## config.mk

```make
export PLATFORM = sky130hd
export DESIGN_NAME = car_motion
export DESIGN_NICKNAME = d
export VERILOG_FILES = /design/src/rtl/car_motion_pkg.sv /design/src/rtl/car_lane.sv /design/src/rtl/car_motion.sv
export SDC_FILE = /design/constraint.sdc
export NUM_CORES = 1
export LEC_CHECK = 0
export ABC_AREA = 1
export ABC_CLOCK_PERIOD_IN_PS = 3000
export CAP_MARGIN = 0
export CORE_MARGIN = 1.5
export CORE_UTILIZATION = 56
export DETAILED_ROUTE_END_ITERATION = 6
export PLACE_DENSITY = 0.86
export SLEW_MARGIN = 30
export SYNTH_ARGS = -nofsm -noshare
export SYNTH_HDL_FRONTEND = slang
export SYNTH_SLANG_ARGS = --single-unit
```

## constraint.sdc

```tcl
create_clock -name i_Clk -period 3 [get_ports i_Clk]
set_input_delay 0.45 -clock i_Clk [delete_from_list [all_inputs] [get_ports i_Clk]]
set_output_delay 0.45 -clock i_Clk [all_outputs]
set_load 0.03 [all_outputs]
```

## src/rtl/car_motion_pkg.sv

```systemverilog
// Shared game constants: screen geometry, lane Y rows, motion FSM and lane direction encodings.
package car_motion_pkg;

  localparam int SCREEN_WIDTH = 640;
  localparam int TILE_SIZE    = 32;

  localparam int LANE1_Y = 2 * TILE_SIZE;
  localparam int LANE2_Y = 3 * TILE_SIZE;
  localparam int LANE3_Y = 4 * TILE_SIZE;
  localparam int LANE4_Y = 5 * TILE_SIZE;
  localparam int LANE5_Y = 6 * TILE_SIZE;

  typedef enum logic {
    ST_RUN    = 1'b0,
    ST_FREEZE = 1'b1
  } motion_state_e;

  typedef enum logic {
    DIR_RIGHT = 1'b0,
    DIR_LEFT  = 1'b1
  } lane_dir_e;

endpackage

```

## src/rtl/car_lane.sv

```systemverilog
// One traffic lane: frame divider plus a wrapping X position register moving in a fixed direction.
module car_lane
  import car_motion_pkg::*;
#(
  parameter int        SCREEN_WIDTH = car_motion_pkg::SCREEN_WIDTH,
  parameter int        DIV          = 1,
  parameter int        INIT_X       = 0,
  parameter lane_dir_e DIR          = DIR_RIGHT
) (
  input  logic       i_Clk,
  input  logic       i_Rst,
  input  logic       i_En,
  input  logic [2:0] i_Step,
  output logic [9:0] o_X
);

  localparam int DIV_W = (DIV > 1) ? $clog2(DIV) : 1;

  logic [DIV_W-1:0] r_div;
  logic [9:0]       r_x;
  logic [10:0]      w_x11;
  logic [10:0]      w_step11;
  logic [10:0]      w_sum;
  logic [9:0]       w_next;

  assign w_x11    = {1'b0, r_x};
  assign w_step11 = {8'd0, i_Step};
  assign w_sum    = w_x11 + w_step11;

  // Wrap is done at 11 bits so the sum never overflows before the compare.
  always_comb begin
    w_next = r_x;
    if (DIR == DIR_RIGHT) begin
      w_next = (w_sum < 11'(SCREEN_WIDTH)) ? w_sum[9:0]
                                           : 10'(w_sum - 11'(SCREEN_WIDTH));
    end else begin
      w_next = (w_x11 >= w_step11) ? 10'(w_x11 - w_step11)
                                   : 10'(w_x11 + 11'(SCREEN_WIDTH) - w_step11);
    end
  end

  always_ff @(posedge i_Clk) begin
    if (i_Rst) begin
      r_x   <= 10'(INIT_X);
      r_div <= '0;
    end else if (i_En) begin
      if (r_div == DIV_W'(DIV - 1)) begin
        r_div <= '0;
        r_x   <= w_next;
      end else begin
        r_div <= r_div + DIV_W'(1);
      end
    end
  end

  assign o_X = r_x;

endmodule

```

## src/rtl/car_motion.sv

```systemverilog
// Five-lane car motion with level-dependent step; optional post-collision freeze under CAR_FREEZE_EN.
module car_motion
  import car_motion_pkg::*;
#(
  parameter int SCREEN_WIDTH  = car_motion_pkg::SCREEN_WIDTH,
  parameter int LANE1_DIV     = 1,
  parameter int LANE2_DIV     = 2,
  parameter int LANE3_DIV     = 1,
  parameter int LANE4_DIV     = 3,
  parameter int LANE5_DIV     = 2,
  parameter int CAR1_INIT_X   = 0,
  parameter int CAR2_INIT_X   = 160,
  parameter int CAR3_INIT_X   = 320,
  parameter int CAR4_INIT_X   = 480,
  parameter int CAR5_INIT_X   = 96,
  parameter int FREEZE_FRAMES = 60
) (
  input  logic       i_Clk,
  input  logic       i_Rst,
  input  logic       i_Frame_Tick,
  input  logic [1:0] i_Level,
  input  logic       i_Has_Collided,
  output logic [9:0] o_Car1_X,
  output logic [9:0] o_Car2_X,
  output logic [9:0] o_Car3_X,
  output logic [9:0] o_Car4_X,
  output logic [9:0] o_Car5_X,
  output logic       o_Frozen
);

  logic [2:0] w_step;
  logic       w_move;

  assign w_step = {1'b0, i_Level} + 3'd1;

`ifdef CAR_FREEZE_EN
  localparam int FCNT_W = (FREEZE_FRAMES > 1) ? $clog2(FREEZE_FRAMES) : 1;

  motion_state_e     r_state;
  logic [FCNT_W-1:0] r_freeze_cnt;
  logic              r_frozen;

  // A collision in RUN beats a same-cycle tick; collisions in FREEZE are ignored.
  always_ff @(posedge i_Clk) begin
    if (i_Rst) begin
      r_state      <= ST_RUN;
      r_freeze_cnt <= '0;
      r_frozen     <= 1'b0;
    end else begin
      case (r_state)
        ST_RUN: begin
          if (i_Has_Collided) begin
            r_state      <= ST_FREEZE;
            r_freeze_cnt <= '0;
            r_frozen     <= 1'b1;
          end
        end
        ST_FREEZE: begin
          if (i_Frame_Tick) begin
            if (r_freeze_cnt == FCNT_W'(FREEZE_FRAMES - 1)) begin
              r_state  <= ST_RUN;
              r_frozen <= 1'b0;
            end else begin
              r_freeze_cnt <= r_freeze_cnt + FCNT_W'(1);
            end
          end
        end
        default: begin
          r_state  <= ST_RUN;
          r_frozen <= 1'b0;
        end
      endcase
    end
  end

  assign w_move   = i_Frame_Tick && (r_state == ST_RUN) && !i_Has_Collided;
  assign o_Frozen = r_frozen;
`else
  logic w_unused_collided;

  assign w_unused_collided = i_Has_Collided;
  assign w_move            = i_Frame_Tick;
  assign o_Frozen          = 1'b0;
`endif

  car_lane #(.SCREEN_WIDTH(SCREEN_WIDTH), .DIV(LANE1_DIV), .INIT_X(CAR1_INIT_X), .DIR(DIR_RIGHT))
    u_lane1 (.i_Clk(i_Clk), .i_Rst(i_Rst), .i_En(w_move), .i_Step(w_step), .o_X(o_Car1_X));

  car_lane #(.SCREEN_WIDTH(SCREEN_WIDTH), .DIV(LANE2_DIV), .INIT_X(CAR2_INIT_X), .DIR(DIR_LEFT))
    u_lane2 (.i_Clk(i_Clk), .i_Rst(i_Rst), .i_En(w_move), .i_Step(w_step), .o_X(o_Car2_X));

  car_lane #(.SCREEN_WIDTH(SCREEN_WIDTH), .DIV(LANE3_DIV), .INIT_X(CAR3_INIT_X), .DIR(DIR_RIGHT))
    u_lane3 (.i_Clk(i_Clk), .i_Rst(i_Rst), .i_En(w_move), .i_Step(w_step), .o_X(o_Car3_X));

  car_lane #(.SCREEN_WIDTH(SCREEN_WIDTH), .DIV(LANE4_DIV), .INIT_X(CAR4_INIT_X), .DIR(DIR_LEFT))
    u_lane4 (.i_Clk(i_Clk), .i_Rst(i_Rst), .i_En(w_move), .i_Step(w_step), .o_X(o_Car4_X));

  car_lane #(.SCREEN_WIDTH(SCREEN_WIDTH), .DIV(LANE5_DIV), .INIT_X(CAR5_INIT_X), .DIR(DIR_RIGHT))
    u_lane5 (.i_Clk(i_Clk), .i_Rst(i_Rst), .i_En(w_move), .i_Step(w_step), .o_X(o_Car5_X));

endmodule

```

==> results_dict.tcl, run 1 <==
set metrics [dict create \
    finalSetupViolCount 0 \
    grt_pass1_vias 4242 \
    finalCritPeriodShare 0.969 \
    firstDrtPassIters 5 \
    fin_total_pwr_mw 1.91 \
    fin_cells 790 \
    irDropWorstVdd_v 0.000220 \
    synth.net_count 667 \
    post_cts_buffers 0 \
    vias 4222 \
    cp-start-kind "input port" \
    numClockSinks 54 \
    cts_buffers 5 \
    tns_ns 0 \
    rsz0062_at_grt "yes" \
    syn_avg_cell_area_um2 7.09 \
    fin_nets 752 \
    drtAntennaViolNets 0 \
    rows 31 \
    clk_latency_ns 0.31 \
    avgRoutedWirePerCell_um 13.1 \
    drt_wl_total_mm 10.4 \
    slew_viol_final 0 \
    status "complete, no violations" \
    fp.dieArea_mm2 0.00819 \
    cp_max_fo 5 \
    core_mm2 0.00733 \
    yosysWarnings 0 \
    gp_congestion 0.950 \
    dp_hpwl_mm 7.98 \
    synth_area_mm2 0.00429 \
    cts_tree "done" \
    ys_seq_area_frac 0.252 \
    cp.arrival_ns 3.13 \
    clockBufferDepth 2 \
    antenna-diode-count 0 \
    grt_remaining_overflow 0 \
    h-tree-depth 2 \
    fmax_ghz 0.344 \
    dp.cells 782 \
    port_buffers 54 \
    power_density_mw_per_mm2 362 \
    cp-end-kind "flip-flop" \
    fin_area_mm2 0.00529 \
    max-cap-violations 0 \
    track_usage 0.262 \
    io_pins 57 \
    drt_iter0_markers 196 \
    fin_skew_ns 0.0104 \
    drc_errors 0 \
    cts_root_buf "clkbuf_8" \
    p_leak_nw 2.47 \
    crit_type "input port to flip-flop" \
    die_w_um 90.5 \
    area_growth_pct 23.4 \
    ys_ff_latch 54 \
    initial_utilization 0.585 \
    netlist_instances 605 \
    required_ns 3.22 \
    synth_cell_types 42 \
    die_h_um 90.5 \
    hp-class "flip-flop to flip-flop" \
    cts.reportedPaths.clkPinSlew_ns 0.11 \
    grt_first_pass_wirelength_mm 18.0 \
    drive_gt1_frac 0.106 \
    place_area_mm2 0.00516 \
    grt_max_degree 21 \
    via_per_inst 5.34 \
    finalHoldViolCount 0 \
    grt_antenna_before_repair 0 \
    period_needed_ns 2.91 \
]
==> what timing repair did <==
action	in CTS	in global routing
gates resized for setup	1	5
gates cloned	0	0
setup endpoints to repair	1	4
hold buffers	0	0
==> final timing paths <==
check,from,cells after the start,to,slack (ns)
min,u_lane5.r_div,2,u_lane5.r_div,0.48
max,i_Level[0],14,u_lane2.o_X[7],0.09
max reg2reg,u_lane3.o_X[0],17,u_lane3.o_X[7],0.60
min reg2reg,u_lane5.r_div,2,u_lane5.r_div,0.48
==> sequential cells by signal, indices dropped and copies added, names as in the netlist <==
| register | cells |
|---|---|
| u_lane1.o_X | 10 |
| u_lane2.o_X | 10 |
| u_lane3.o_X | 10 |
| u_lane4.o_X | 10 |
| u_lane5.o_X | 10 |
| u_lane4.r_div | 2 |
| u_lane2.r_div | 1 |
| u_lane5.r_div | 1 |
==> critical path, cell delays in order <==
cell and delay [ns]:
clkdlybuf4s50_1 0.46, ha_1 0.35, inv_2 0.13, ha_1 0.27, ha_1 0.24, fa_1 0.41, nand3_1 0.10, nand2_1 0.12
nand2_1 0.09, nand2_1 0.05, a21oi_1 0.15, xnor2_1 0.11, o21ai_1 0.15, nand2_1 0.06
==> metrics by stage <==
step	setup WS, ns	hold slack, ns	utilization
after floorplan	0.281	0.447	-
final	0.0924	0.481	0.722
after detailed placement	-0.313	0.467	0.704
after global routing	-0.0298	0.510	0.722
after global placement	-0.189	0.456	0.704
after CTS	0.0686	0.482	0.720
==> power breakdown <==
part	total (mW)	switching [mW]	internal [mW]
Clock	0.517	0.264	0.254
Combinational	0.611	0.359	0.252
Sequential	0.786	0.0362	0.749
==> per-layer routing <==
metal  track usage  wire length, µm  vias to the layer above
met5             0                0                        -
met4        0.0952              216                        0
met3        0.0412              481                       25
met2         0.466             5090                      116
met1         0.316             4590                     1947
li1              -                -                     2134
==> cells by family (layout without fill, tap and decap cells) <==
logic type | after synthesis | after routing | share of synthesized area
AND/OR/NAND/NOR | 228 | 228 | 0.238
AO/OA/AOI/OAI | 122 | 122 | 0.157
buffers and inverters | 111 | 197 | 0.104
adder cells (fa/ha/maj) | 56 | 56 | 0.179
flip-flops | 54 | 54 | 0.252
XOR/XNOR | 33 | 33 | 0.0692
other | 1 | 1 | 0.000875
==> synth_stat cells, drive strengths merged <==
cell type	n	share of area
a21oi	56	0.066
inv	95	0.083
o211ai	4	0.0070
a31oi	5	0.0073
fa	9	0.042
xor2	28	0.059
nor4	1	0.0015
nor3	8	0.0093
dfxtp	54	0.25
nand3	39	0.048
nand4	10	0.016
clkbuf	7	0.0061
ha	47	0.14
conb	1	0.00087
o21ai	47	0.058
clkinv	1	0.00087
xnor2	5	0.010
nor2	39	0.037
nor3b	3	0.0053
o21bai	4	0.0070
a21o	1	0.0018
a32o	1	0.0023
o31ai	1	0.0018
or2	2	0.0029
a22o	1	0.0020
a211oi	2	0.0035
nand3b	4	0.0070
buf	8	0.013
nand2	122	0.11
==> area by class of cell <==
type / count / area (µm²)
multi-input combinational: 440 / 2780
tap: 99 / 124
sequential: 54 / 1080
fill: 530 / 2040
timing repair buffer: 93 / 833
clock buffer: 5 / 68.8
inverter: 96 / 360
clock inverter: 3 / 47.5
==> cell usage in the layout (no fill, tap or decap), types with 8 or more instances in the layout <==
| master | netlist | routed |
|---|---|---|
| nand2_2 | 7 | 8 |
| nor2_1 | 36 | 36 |
| o21ai_0 | 44 | 43 |
| nand2_1 | 115 | 114 |
| nand4_1 | 9 | 9 |
| clkdlybuf4s50_1 | 0 | 54 |
| dfxtp_1 | 54 | 54 |
| fa_1 | 9 | 8 |
| nand3_1 | 37 | 37 |
| nor3_1 | 8 | 8 |
| buf_4 | 2 | 39 |
| inv_1 | 93 | 91 |
| a21oi_1 | 55 | 55 |
| ha_1 | 47 | 47 |
| xor2_1 | 27 | 26 |
(Power assumes the default switching activity.)
==> run 2, diff against run 1 <==
CELL_PAD_IN_SITES_DETAIL_PLACEMENT = 0   (was default)
CELL_PAD_IN_SITES_GLOBAL_PLACEMENT = 2   (was default)
CORE_ASPECT_RATIO = 1.2   (was default)
CORE_UTILIZATION = 32   (was 56)
PLACE_DENSITY = 0.87   (was 0.86)
==> results_dict.tcl, run 2 (synthesis gave the netlist of run 1 again) <==
set metrics [dict create \
    status "complete, no violations" \
    grt_antenna_before_repair 0 \
    grt_first_pass_wirelength_mm 18.7 \
    dp.cells 861 \
    cts_tree "done" \
    core_mm2 0.0131 \
    r2r_slack_ns 0.63 \
    clk_latency_ns 0.30 \
    fin_ws_ns 0.434 \
    rsz0062_at_grt "no" \
    grt_max_degree 24 \
    cts_buffers 5 \
    fin_area_mm2 0.00553 \
    grt_remaining_overflow 0 \
    vias 4082 \
    drt_iter0_markers 119 \
    max-cap-violations 0 \
    drt_wl_total_mm 11.1 \
    cp-end-kind "flip-flop" \
    fin_cells 868 \
    cp.arrival_ns 2.77 \
    antenna-diode-count 0 \
    initial_utilization 0.327 \
    finalCritPeriodShare 0.855 \
    layout_commonest_cell "nand2_1" \
    clockBufferDepth 2 \
    crit_type "input port to flip-flop" \
    die_h_um 130 \
    met2_usage 0.294 \
    finalHoldViolCount 0 \
    io_pins 57 \
    finalSetupViolCount 0 \
    avgRoutedWirePerCell_um 12.8 \
    cts_root_buf "clkbuf_16" \
    fin_skew_ns 0.00430 \
    drive_gt1_frac 0.114 \
    firstDrtPassIters 4 \
    h-tree-depth 2 \
    p_leak_nw 2.57 \
    fp.dieArea_mm2 0.0141 \
    rows 46 \
    drc_errors 0 \
    relSlewSlack 0.452 \
    cp-start-kind "input port" \
    slew_viol_final 0 \
    dp_hpwl_mm 8.61 \
    required_ns 3.20 \
    fmax_ghz 0.390 \
    post_cts_buffers 0 \
    port_buffers 54 \
    fin_util 0.421 \
    irDropWorstVdd_v 0.000239 \
    global_route.peak_usage_layer "met2" \
    place_area_mm2 0.00534 \
    via_per_inst 4.70 \
    track_usage 0.166 \
    numClockSinks 54 \
    grt_pass1_vias 4063 \
    dp_slack_ns -0.318 \
    tightestPinTransition_ns 0.821 \
    die_w_um 109 \
    power_density_mw_per_mm2 382 \
    fin_nets 762 \
    cts.reportedPaths.clkPinSlew_ns 0.07 \
    grt_use_met3 0.0265 \
    grt.met1_usage 0.206 \
    cp_max_fo 5 \
    gp_congestion 0.846 \
    drtAntennaViolNets 0 \
    area_growth_pct 28.9 \
    period_needed_ns 2.57 \
    hp-class "flip-flop to flip-flop" \
    final_cell_mix "115 x nand2_1, 92 x inv_1, 55 x a21oi_1" \
]
==> run 2: cell count changes in the layout (fill, tap and decap cells not counted), sizes merged <==
cell	delta
clkinv	-1
clkdlybuf4s50	-2
inv	-1
dlymetal6s2s	+2
buf	+10
clkbuf	+1
==> run 2: layer usage <==
layer,vias up,routed length [µm]
met5,-,0
met4,0,140
met3,11,340
met2,56,5400
met1,1864,5200
li1,2151,-
==> run 2: power breakdown <==
part	total, mW	internal, mW	switching (mW)
registers	0.786	0.749	0.0368
logic	0.622	0.267	0.355
clock network	0.703	0.414	0.289
==> run 2: layout make-up <==
cell class / instances / area [µm²]
fill: 1379 / 7590
timing repair buffer: 103 / 926
multi-input combinational: 440 / 2780
sequential: 54 / 1080
clock buffer: 6 / 139
tap: 168 / 210
clock inverter: 1 / 30.0
inverter: 96 / 360
==> run 2: what timing repair did <==
action | in CTS | in global routing
resized for setup | 1 | 4
hold buffers | 0 | 0
pin swaps | 0 | 0
hold endpoints to repair | 0 | 0
setup endpoints to repair | 1 | 6
==> run 2: worst max-delay path: stages <==
cell,delay [ns]
dlymetal6s2s_1,0.16
ha_4,0.29
inv_2,0.07
buf_12,0.13
fa_1,0.39
inv_1,0.09
nand2_1,0.05
nand2_1,0.09
nand2_2,0.08
nor2_4,0.11
xor2_2,0.16
inv_1,0.06
ha_1,0.21
inv_1,0.08
nand2_1,0.06
nand2_2,0.07
nor2_1,0.04
o21bai_1,0.12
inv_1,0.05
==> run 2: stage by stage <==
step	power [mW]	TNS (ns)	hold slack, ns
6_report	2.11	0	0.491
5_1_grt	2.24	0	0.518
4_1_cts	2.13	0	0.478
3_5_place_dp	1.42	-3.48	0.468
3_3_place_gp	1.41	-2.80	0.458
2_1_floorplan	1.19	0	0.447
==> run 2: worst paths after layout <==
check / from / to / cells after the start
max: i_Level[1] / u_lane3.o_X[7] / 19
min: u_lane3.o_X[5] / u_lane3.o_X[5] / 2
max reg2reg: u_lane3.o_X[0] / u_lane3.o_X[7] / 17
min reg2reg: u_lane3.o_X[5] / u_lane3.o_X[5] / 2
==> run 3, diff against run 2 <==
GPL_TIMING_DRIVEN = 0   (was default)
==> results_dict.tcl, run 3 (synthesis gave the netlist of run 1 again) <==
set metrics [dict create \
    cp_max_fo 5 \
    drtAntennaViolNets 0 \
    antenna-diode-count 0 \
    core_mm2 0.0131 \
    fin_cells 837 \
    die_h_um 130 \
    fin_nets 730 \
    fin_total_pwr_mw 2.04 \
    ctsHoldBuffers 0 \
    rows 46 \
    tightestPinTransition_ns 0.745 \
    via_per_inst 4.85 \
    combinationalPowerShare 0.279 \
    grt_antenna_before_repair 0 \
    clk_latency_ns 0.30 \
    fin_skew_ns 0.00693 \
    hp-class "flip-flop to flip-flop" \
    die_w_um 109 \
    relSlewSlack 0.503 \
    cts_root_buf "clkbuf_16" \
    h-tree-depth 2 \
    avgRoutedWirePerCell_um 13.8 \
    firstDrtPassIters 4 \
    cp-start-kind "input port" \
    grt_first_pass_wirelength_mm 18.7 \
    track_usage 0.169 \
    cts_tree "done" \
    clockBufferDepth 2 \
    grt_remaining_overflow 0 \
    period_needed_ns 2.86 \
    p_int_mw 1.36 \
    fmax_ghz 0.350 \
    port_buffers 53 \
    pwr-share-clk 0.336 \
    max-cap-violations 0 \
    drt_iter0_markers 137 \
    required_ns 3.19 \
    dp_hpwl_mm 8.73 \
    cts.reportedPaths.clkPinSlew_ns 0.07 \
    tns_ns 0 \
    p_leak_nw 2.36 \
    gp_congestion 0.824 \
    drive_gt1_frac 0.0732 \
    slew_viol_final 0 \
    p_seq_frac 0.385 \
    status "complete, no violations" \
    numClockSinks 54 \
    finalCritPeriodShare 0.953 \
    grt_pass1_vias 3924 \
    final_cell_mix "114 x nand2_1, 92 x inv_1, 55 x a21oi_1" \
    drc_errors 0 \
    dp.cells 826 \
    initial_utilization 0.327 \
    p_sw_mw 0.683 \
    cp-end-kind "flip-flop" \
    drt_wl_total_mm 11.6 \
    cts_buffers 5 \
    vias 4056 \
    fp.dieArea_mm2 0.0141 \
    layout_commonest_cell "nand2_1" \
    hold_ws_ns 0.475 \
    io_pins 57 \
    cp.arrival_ns 3.05 \
    rsz0062_at_grt "yes" \
    area_growth_pct 22.8 \
    finalSetupViolCount 0 \
    finalHoldViolCount 0 \
    p_sw_frac 0.334 \
    grt_max_degree 17 \
    crit_type "input port to flip-flop" \
    power_density_mw_per_mm2 388 \
    irDropWorstVdd_v 0.000237 \
]
run 3: cell types whose count changed in the layout (fill, tap and decap cells not counted), sizes merged:
cell	change
buf	-38
clkbuf	+6
clkdlybuf4s50	-1
clkinv	+2
clkinvlp	+1
dlygate4sd2	+2
dlymetal6s2s	-2
inv	-1
run 3: repair_timing:
action                                 CTS  global route
setup endpoints to repair               18            10
pin swaps                                0             2
endpoints found under the hold margin    0             0
buffers inserted                         2             1
cloned                                   0             0
gates resized for setup                  7             5
run 3: final timing paths:
check	cells after the start	slack, ns	to	startpoint
setup reg to reg	17	0.59	u_lane3.o_X[7]	u_lane3.o_X[0]
hold reg to reg	2	0.48	u_lane3.o_X[5]	u_lane3.o_X[5]
setup / recovery	14	0.14	u_lane4.o_X[7]	i_Level[0]
hold / removal	2	0.48	u_lane3.o_X[5]	u_lane3.o_X[5]
run 3: layer usage:
metal | global-route usage | up-vias | routed length, µm
met5 | 0 | - | 0
met4 | 0.0464 | 0 | 212
met3 | 0.0245 | 15 | 350
met2 | 0.291 | 68 | 5540
met1 | 0.218 | 1884 | 5470
li1 | - | 2089 | -
run 3: power groups by stage:
stage	registers, mW	clock network [mW]	logic, mW
after detailed placement	0.802	0	0.554
after global routing	0.791	0.731	0.645
after CTS	0.786	0.707	0.568
after floorplan	0.849	0	0.343
final	0.786	0.687	0.570
after global placement	0.802	0	0.548
run 3: metrics by stage:
stage / util / area [µm²] / setup WS (ns)
final: 0.401 / 5270 / 0.142
after global routing: 0.401 / 5270 / -0.0161
after CTS: 0.399 / 5240 / 0.129
after detailed placement: 0.383 / 5030 / -0.614
after global placement: 0.383 / 5030 / -0.613
after floorplan: - / 4290 / 0.281
run 3: cell type report:
| cell class | count | area, µm² |
|---|---|---|
| multi-input cells | 440 | 2810 |
| well taps | 168 | 210 |
| flip-flops and latches | 54 | 1080 |
| clock inverters | 3 | 40.0 |
| plain buffers | 15 | 83.8 |
| repair buffers | 56 | 551 |
| fillers | 1405 | 7860 |
| clock buffers | 5 | 125 |
| inverters | 96 | 364 |
run 3: critical path: stages:
cell and delay, ns:
dlygate4sd2_1 0.31, ha_4 0.33, clkinvlp_4 0.15, ha_1 0.35
ha_1 0.26, fa_1 0.43, nand3_1 0.10, nand2_1 0.11
nand2_1 0.08, nand2_1 0.04, a21oi_1 0.15, xor2_1 0.08
o21ai_0 0.14, nand2_1 0.06
